### config.mk
export PLATFORM = sky130hd
export DESIGN_NAME = gerenciador_de_ataque_param
export DESIGN_NICKNAME = d
export VERILOG_FILES = /design/src/rtl/gerenciador_de_ataque_param.sv
export SDC_FILE = /design/constraint.sdc
export NUM_CORES = 1
export LEC_CHECK = 0
export ABC_AREA = 1
export CAP_MARGIN = 20
export CORE_UTILIZATION = 40
export DETAILED_ROUTE_END_ITERATION = 7
export GPL_ROUTABILITY_DRIVEN = 0
export PLACE_DENSITY = 0.64
export RECOVER_POWER = 50
export SLEW_MARGIN = 20
export SYNTH_ARGS = -nofsm -noshare
export SYNTH_HDL_FRONTEND = slang
export SYNTH_SLANG_ARGS = --single-unit
### constraint.sdc
create_clock -name clock -period 5.33 [get_ports clock]
set_input_delay 0.7995 -clock clock [delete_from_list [all_inputs] [get_ports clock]]
set_output_delay 0.7995 -clock clock [all_outputs]
set_load 0.05 [all_outputs]
### src/rtl/gerenciador_de_ataque_param.sv
// gerenciador_de_ataque_param
//   Attack manager for the naval-battle game, parametrised on board size and
//   starting lives. Records hits in a COLS x ROWS matrix, drives the status
//   LEDs and life counter, and runs the game state machine that detects
//   victory and defeat. The ship map is frozen when the game starts.
//
//   Optional feature macro: GERENCIADOR_REPETIDO_PENALIZA_EN
//     defined   : attacking an already-hit cell is a miss (LED_R, vida-1)
//     undefined : attacking an already-hit cell is neutral (LED_B only)
//
// Ports
//   clock        system clock, rising edge
//   reset        synchronous, active-high clear
//   enable       game active; low clears everything like reset
//   confirmar    attack confirm level (rising edge detected internally)
//   coordColuna  attacked column
//   coordLinha   attacked row
//   mapa         ship map, cell (c,l) at bit c*ROWS+l
//   matriz       hit matrix, same indexing as mapa
//   LED_R/G/B    status of the last attack (miss / hit / invalid-neutral)
//   vida         remaining lives
//   acertos      distinct hits so far
//   fim_de_jogo  game over
//   vitoria      game ended in victory
module gerenciador_de_ataque_param #(
  parameter int COLS  = 5,
  parameter int ROWS  = 7,
  parameter int LIVES = 3,
  localparam int N  = COLS * ROWS,
  localparam int CW = (COLS > 1) ? $clog2(COLS) : 1,
  localparam int LW = (ROWS > 1) ? $clog2(ROWS) : 1,
  localparam int IW = (N > 1) ? $clog2(N) : 1,
  localparam int VW = $clog2(LIVES + 1),
  localparam int AW = $clog2(N + 1)
) (
  input  logic          clock,
  input  logic          reset,
  input  logic          enable,
  input  logic          confirmar,
  input  logic [CW-1:0] coordColuna,
  input  logic [LW-1:0] coordLinha,
  input  logic [N-1:0]  mapa,
  output logic [N-1:0]  matriz,
  output logic          LED_R,
  output logic          LED_G,
  output logic          LED_B,
  output logic [VW-1:0] vida,
  output logic [AW-1:0] acertos,
  output logic          fim_de_jogo,
  output logic          vitoria
);

  typedef enum logic [1:0] {OCIOSO, JOGANDO, VITORIA, DERROTA} estado_t;

  estado_t       state;
  logic          conf_q;
  logic [N-1:0]  map_q;
  logic [AW-1:0] alvos;

  // Attack request register: the edge and coordinates captured on edge N,
  // applied to the game state on edge N+1.
  logic          atk_vld;
  logic          atk_inval;
  logic [IW-1:0] atk_idx;

  logic          edge_det;
  logic          inval;
  logic [IW-1:0] idx_c;
  logic [AW-1:0] pop;

  assign edge_det = confirmar & ~conf_q & (state == JOGANDO);
  assign inval    = (int'(coordColuna) >= COLS) || (int'(coordLinha) >= ROWS);

  // Index only formed for in-range coordinates so it never aliases a cell.
  always_comb begin
    idx_c = '0;
    if (!inval) idx_c = IW'(int'(coordColuna) * ROWS + int'(coordLinha));
  end

  always_comb begin
    pop = '0;
    for (int i = 0; i < N; i++) pop = pop + AW'(mapa[i]);
  end

  always_ff @(posedge clock) begin
    if (reset || !enable) begin
      state       <= OCIOSO;
      conf_q      <= 1'b0;
      map_q       <= '0;
      alvos       <= '0;
      atk_vld     <= 1'b0;
      atk_inval   <= 1'b0;
      atk_idx     <= '0;
      matriz      <= '0;
      LED_R       <= 1'b0;
      LED_G       <= 1'b0;
      LED_B       <= 1'b0;
      vida        <= VW'(LIVES);
      acertos     <= '0;
      fim_de_jogo <= 1'b0;
      vitoria     <= 1'b0;
    end else begin
      conf_q    <= confirmar;
      atk_vld   <= edge_det;
      atk_inval <= inval;
      atk_idx   <= idx_c;
      case (state)
        OCIOSO: begin
          map_q <= mapa;
          alvos <= pop;
          state <= JOGANDO;
        end
        JOGANDO: begin
          // End-of-game checks use the counters updated on the previous edge;
          // victory wins if both conditions hold together.
          if (acertos == alvos) begin
            state       <= VITORIA;
            fim_de_jogo <= 1'b1;
            vitoria     <= 1'b1;
          end else if (vida == '0) begin
            state       <= DERROTA;
            fim_de_jogo <= 1'b1;
          end else if (atk_vld) begin
            if (atk_inval) begin
              {LED_R, LED_G, LED_B} <= 3'b001;
            end else if (map_q[atk_idx] && !matriz[atk_idx]) begin
              matriz[atk_idx]       <= 1'b1;
              acertos               <= acertos + 1'b1;
              {LED_R, LED_G, LED_B} <= 3'b010;
            end else if (!map_q[atk_idx]) begin
              {LED_R, LED_G, LED_B} <= 3'b100;
              if (vida != '0) vida <= vida - 1'b1;
            end else begin
`ifdef GERENCIADOR_REPETIDO_PENALIZA_EN
              {LED_R, LED_G, LED_B} <= 3'b100;
              if (vida != '0) vida <= vida - 1'b1;
`else
              {LED_R, LED_G, LED_B} <= 3'b001;
`endif
            end
          end
        end
        default: ; // VITORIA / DERROTA: everything frozen
      endcase
    end
  end

endmodule

==> impl_metrics.json, run 1 <==
{
  "cp_num_buf_inv": 4,
  "placementRows": 43,
  "drc_errors": 0,
  "cts-buffers-inserted": 9,
  "yosys_warnings": 0,
  "min_delay_path_depth": 1,
  "placed_cells": 1045,
  "clkTransAtPathRegs_ps": 70,
  "holdPathEnd": "atk_vld",
  "ios": 93,
  "finish.instance_area_mm2": 0.00724,
  "cts_root_buf": "clkbuf_16",
  "start_kind": "primary input",
  "setup-violations-final": 0,
  "relSlewSlack": 0.345,
  "endpoint_kind": "register",
  "syn_area_mm2": 0.00579,
  "vias_per_cell": 4.86,
  "ys_top_cells_by_area": "dfxtp_1 35%, fa_1 11%, nand2_1 9.9%, inv_1 8.6%, a21oi_1 6.4%",
  "htreeDepth": 3,
  "layout_min_cycle_time_ps": 5170,
  "r2r_cells": 13,
  "wl_mm": 14.6,
  "wl_per_cell_um": 13.8,
  "layout.cells.non_filler": 1061,
  "die_h_um": 122,
  "power_mw": 2.63,
  "critical_path_class": "primary input to register",
  "powerDensity_mw_per_mm2": 364,
  "place.detailed.hpwl_mm": 10.7,
  "synth-main-ff-cell": "dfxtp_1",
  "dieWidth_um": 122,
  "yosysTopAreaCellShare": 0.346,
  "cpPeakStageDelay_ps": 570,
  "crit_chain": "clkdlybuf4s50_1 -> fa_1 -> inv_1 -> fa_1 -> fa_1 -> fa_2 -> fa_1 -> fa_1 -> fa_2 -> inv_1 -> fa_2 -> a21oi_2 -> o21bai_1 -> nand3_1 -> o221ai_1 -> nand2_1 -> inv_1",
  "cp_top_family": "adder cells",
  "n_antenna_cell": 0,
  "r2r_setup_slack_ps": 2530,
  "status": "completed",
  "peakVddDrop_v": 0.000344,
  "crit_arrival_ps": 5420,
  "rr_startpoint": "atk_idx[1]",
  "async_flop_share": 0,
  "grt_usage": 0.209,
  "crit_required_ps": 5580,
  "clock_sinks": 100,
  "grt_max_degree": 54,
  "min-delay-start": "conf_q",
  "drv_cap": 0,
  "grt_remaining_overflow": 0,
  "final_common_cell": "nand2_1",
  "antenna_found_initial": 0,
  "worstMarginPinSlew_ps": 976,
  "multiInputGateArea_mm2": 0.00308,
  "mostFrequentLayoutCells": "152 x nand2_1, 131 x inv_1, 100 x dfxtp_1, 75 x nor2_1, 73 x a21oi_1",
  "synth_edf_count": 0,
  "max_freq_mhz": 193,
  "synth_nets": 889,
  "synth_cells": 792,
  "initial_core_util": 0.414,
  "yosysTopAreaCell": "dfxtp_1",
  "slowest_stage": "fa_2",
  "io_buffers": 92,
  "hold_path_class": "register to register",
  "grt_pass1_vias": 4940,
  "final_nets": 973,
  "die_area_mm2": 0.0149,
  "cts_tree": "yes",
  "cts_buffer_depth": 2,
  "finalCritPeriodShare": 0.970,
  "synth-seq-area-share": 0.346,
  "clock_latency_ps": 350,
  "utilization": 0.517,
  "place_area_mm2": 0.00687,
  "crit_fanout": 2,
  "core_area_mm2": 0.0140,
  "fillCellCount": 1391,
  "final-seq-area_mm2": 0.00200,
  "fin_skew_ps": 6.44,
  "final_antenna_net_count": 0,
  "rsz0062_at_grt": "no",
  "cellLeakagePower_nw": 3.40,
  "drtPass1Iterations": 5,
  "drt-initial-drc-count": 412,
  "drive_gt1_frac": 0.0760,
  "synth_area_per_cell_um2": 7.30,
  "r2r_end": "matriz[9]",
  "grt_pass1_wl_mm": 24.3,
  "finalMaxSlewViolations": 0,
  "cp_common_cell": "fa_1",
  "area_growth_syn_to_layout_pct": 25.1,
  "num_vias": 5161,
  "hold_buffers": 0,
  "final_hold_viol_count": 0,
  "synthDistinctLibCells": 33,
  "ys_ff_latch": 100
}
==> layout make-up <==
type | count | share of cell area
timing repair buffer | 110 | 0.151
multi-input combinational | 513 | 0.426
clock inverter | 7 | 0.0104
inverter | 142 | 0.0737
tap | 180 | 0.0311
sequential | 100 | 0.277
clock buffer | 9 | 0.0311
==> synthesized netlist by cell type, types with 2 or more instances <==
| library cell | count |
|---|---|
| a21oi_1 | 74 |
| buf_2 | 8 |
| buf_6 | 5 |
| inv_1 | 132 |
| nand2_1 | 152 |
| or2_2 | 2 |
| nand4_1 | 41 |
| dfxtp_1 | 100 |
| nor3_1 | 4 |
| fa_1 | 31 |
| nor2_1 | 77 |
| o21ai_0 | 50 |
| o21ai_1 | 6 |
| nor3_2 | 2 |
| nor4_1 | 2 |
| buf_4 | 5 |
| a211oi_1 | 2 |
| ha_1 | 21 |
| inv_2 | 9 |
| nand3_1 | 25 |
| xor2_1 | 9 |
| clkbuf_1 | 18 |
| nor2_2 | 7 |
==> how the worst max path moves through the flow <==
stage              from        to  slack [ps]  depth (start not counted)
2_1_floorplan  mapa[17]  alvos[4]         300                         18
6_report        mapa[9]  alvos[4]         160                         17
3_3_place_gp   mapa[17]  alvos[4]        -350                         19
3_5_place_dp   mapa[17]  alvos[5]        -340                         18
4_1_cts        mapa[17]  alvos[5]           7                         18
5_1_grt         mapa[9]  alvos[4]           1                         17
==> registers in the layout, summed over array words and instances (netlist names) <==
signal / cells
acertos: 6
matriz: 35
LED_B: 1
map_q: 35
atk_inval: 1
vitoria: 1
LED_R: 1
state: 2
alvos: 6
atk_vld: 1
fim_de_jogo: 1
vida: 2
LED_G: 1
atk_idx: 6
conf_q: 1
==> where the power goes <==
part	switching [mW]	internal, mW	total [mW]	leakage (nW)
Sequential	0.0236	0.786	0.810	0.813
Combinational	0.626	0.532	1.16	2.45
Clock	0.298	0.366	0.664	0.138
Total	0.948	1.68	2.63	3.40
==> logic make-up (layout without fill, tap and decap cells) <==
family | Yosys count | count (layout) | share of synthesized area
xor+xnor | 10 | 10 | 0.0151
buf+inv | 179 | 268 | 0.128
compound gates | 136 | 136 | 0.120
simple gates | 315 | 315 | 0.238
fa+ha+maj | 52 | 52 | 0.153
flops | 100 | 100 | 0.346
==> through the flow <==
step	worst slack (ps)	hold WS, ps	TNS, ps
2_1_floorplan	298	375	0
5_1_grt	0.977	429	0
4_1_cts	6.56	400	0
3_3_place_gp	-351	382	-1330
3_5_place_dp	-345	389	-1410
6_report	159	404	0
==> timing repair <==
item	in CTS	in global routing
gates resized for setup	0	21
pin swaps	1	8
setup endpoints to repair	1	4
setup buffers	0	0
==> worst reg2reg max path: stages (launching register included) <==
cell and delay [ps]:
dfxtp_1 670, inv_2 200, nor2_2 280, nand3_1 120, nand2_1 90, nand2_1 50, nand2_1 60, inv_2 40
nand3_2 80, nor2_2 60, nor2_4 520, buf_4 280, nand4_1 110, a21oi_1 140
==> per-layer routing <==
metal	vias up	GRT usage	share of wire
met5	-	0	0
met4	0	0.0877	0.026
met3	23	0.0214	0.032
met2	119	0.336	0.46
met1	2355	0.287	0.48
li1	2664	-	-
Power figures use the tool's default switching activity.
==> inputs of run 2 (changes only) <==
SLEW_MARGIN = 0   (was 20)
==> run 2 against run 1 <==
  * Global-route usage is the same
  * Register-to-register slack gained 70 ps
  * Critical endpoint unchanged
  * Highest routed layer unchanged
  * Non-clock buffer count rose by 2
  * Sequential share of layout area about the same
  * First-iteration DRC count grew 11%
  * Critical path type unchanged
==> impl_metrics.json, run 2 (synthesis gave the netlist of run 1 again) <==
{
  "fin_setup_tns_ps": 0,
  "max_freq_mhz": 194,
  "clock_sinks": 100,
  "layout_min_cycle_time_ps": 5160,
  "peakVddDrop_v": 0.000343,
  "postCtsSetupRepairBufs": 0,
  "cts_buffer_depth": 2,
  "endpoint": "alvos[4]",
  "grt_usage": 0.209,
  "mostFrequentLayoutCells": "152 x nand2_1, 131 x inv_1, 100 x dfxtp_1, 76 x nor2_1, 73 x a21oi_1",
  "area_growth_syn_to_layout_pct": 25.2,
  "worstMarginPinSlew_ps": 986,
  "htreeDepth": 3,
  "vias_per_cell": 4.84,
  "final_common_cell": "nand2_1",
  "drive_gt1_frac": 0.0759,
  "hold_buffers": 0,
  "grt_max_degree": 54,
  "fin_ws_ps": 165,
  "dieWidth_um": 122,
  "whs_ps": 404,
  "relSlewSlack": 0.339,
  "clkTransAtPathRegs_ps": 70,
  "cts-buffers-inserted": 9,
  "drc_errors": 0,
  "drt-initial-drc-count": 457,
  "status": "completed",
  "die_area_mm2": 0.0149,
  "grt_pass1_vias": 4940,
  "place.detailed.hpwl_mm": 10.7,
  "final_antenna_net_count": 0,
  "setup-violations-final": 0,
  "initial_core_util": 0.414,
  "cts_root_buf": "clkbuf_16",
  "wl_met1_mm": 7.09,
  "crit_arrival_ps": 5420,
  "grt_remaining_overflow": 0,
  "highest_layer": "met4",
  "rsz0062_at_grt": "no",
  "finalMaxSlewViolations": 0,
  "antenna_found_initial": 0,
  "fin_skew_ps": 6.38,
  "powerDensity_mw_per_mm2": 363,
  "r2r_end": "matriz[9]",
  "finalCritPeriodShare": 0.969,
  "dr_wl_met3_um": 427,
  "r2r_setup_slack_ps": 2600,
  "hold_path_class": "register to register",
  "drtPass1Iterations": 5,
  "drv_cap": 0,
  "core_area_mm2": 0.0140,
  "crit_start": "mapa[9]",
  "crit_fanout": 2,
  "clock_latency_ps": 350,
  "power_mw": 2.63,
  "io_buffers": 92,
  "r2r_cells": 14,
  "ios": 93,
  "num_vias": 5148,
  "final_nets": 975,
  "grt_pass1_wl_mm": 24.3,
  "met2_length_mm": 6.75,
  "finish.instance_area_mm2": 0.00724,
  "cellLeakagePower_nw": 3.41,
  "top_regs": "map_q x35, matriz x35",
  "cts_tree": "yes",
  "place_ws_ps": -345,
  "start_kind": "primary input",
  "endpoint_kind": "register",
  "critical_path_class": "primary input to register",
  "final_hold_viol_count": 0,
  "wl_per_cell_um": 13.8,
  "place_area_mm2": 0.00687,
  "placementRows": 43,
  "crit_required_ps": 5580,
  "die_h_um": 122,
  "n_antenna_cell": 0,
  "rr_startpoint": "atk_idx[1]",
  "wl_mm": 14.6
}
## run 2: cell types whose count changed in the layout (fill, tap and decap cells not counted)
cell / delta
nor3_2: -1
nor2_4: -1
nor3_1: +1
buf_2: +1
buf_8: +1
nor2_1: +1
## run 2: cell type report
cell class / instances / area (µm²)
inverter: 142 / 533
timing repair buffer: 112 / 1110
sequential: 100 / 2000
tap: 180 / 225
clock buffer: 9 / 225
fill: 1391 / 6750
multi-input combinational: 513 / 3070
clock inverter: 7 / 75.1
## run 2: metal layers
layer / track usage / vias to the layer above
li1: - / 2667
met3: 0.0214 / 22
met5: 0 / -
met4: 0.0877 / 0
met2: 0.336 / 112
met1: 0.287 / 2347
## run 2: report_power, final
part | leakage [nW] | switching, mW | total [mW] | internal (mW)
logic | 2.46 | 0.625 | 1.16 | 0.533
clock network | 0.138 | 0.300 | 0.665 | 0.366
registers | 0.813 | 0.0235 | 0.810 | 0.786
## run 2: worst min path at each step
stage / slack, ps / to / cells after the start / startpoint
2_1_floorplan: 370 / atk_vld / 1 / conf_q
3_3_place_gp: 380 / atk_vld / 1 / conf_q
3_5_place_dp: 390 / atk_vld / 1 / conf_q
4_1_cts: 400 / atk_vld / 1 / conf_q
5_1_grt: 430 / atk_vld / 1 / conf_q
6_report: 400 / atk_vld / 1 / conf_q
## run 2: critical path, stage by stage
cell,delay (ps)
clkdlybuf4s50_1,450
fa_1,510
inv_1,50
fa_1,490
fa_1,430
fa_2,570
fa_1,440
fa_1,550
fa_2,200
inv_1,50
fa_2,350
a21oi_2,140
o21bai_1,80
nand3_1,70
o221ai_1,110
nand2_1,80
inv_1,40
## run 2: per-stage QoR
step / utilization / cells
detailed placement: 0.491 / 1045
global placement: 0.491 / 1045
finish: 0.518 / 1063
global route: 0.518 / 1063
CTS: 0.513 / 1061
floorplan: - / 792
## run 2: repair_timing
action | 4_1_cts | 5_1_grt
cloned | 0 | 0
setup endpoints to repair | 1 | 4
pin swaps | 1 | 8
resized for setup | 0 | 21
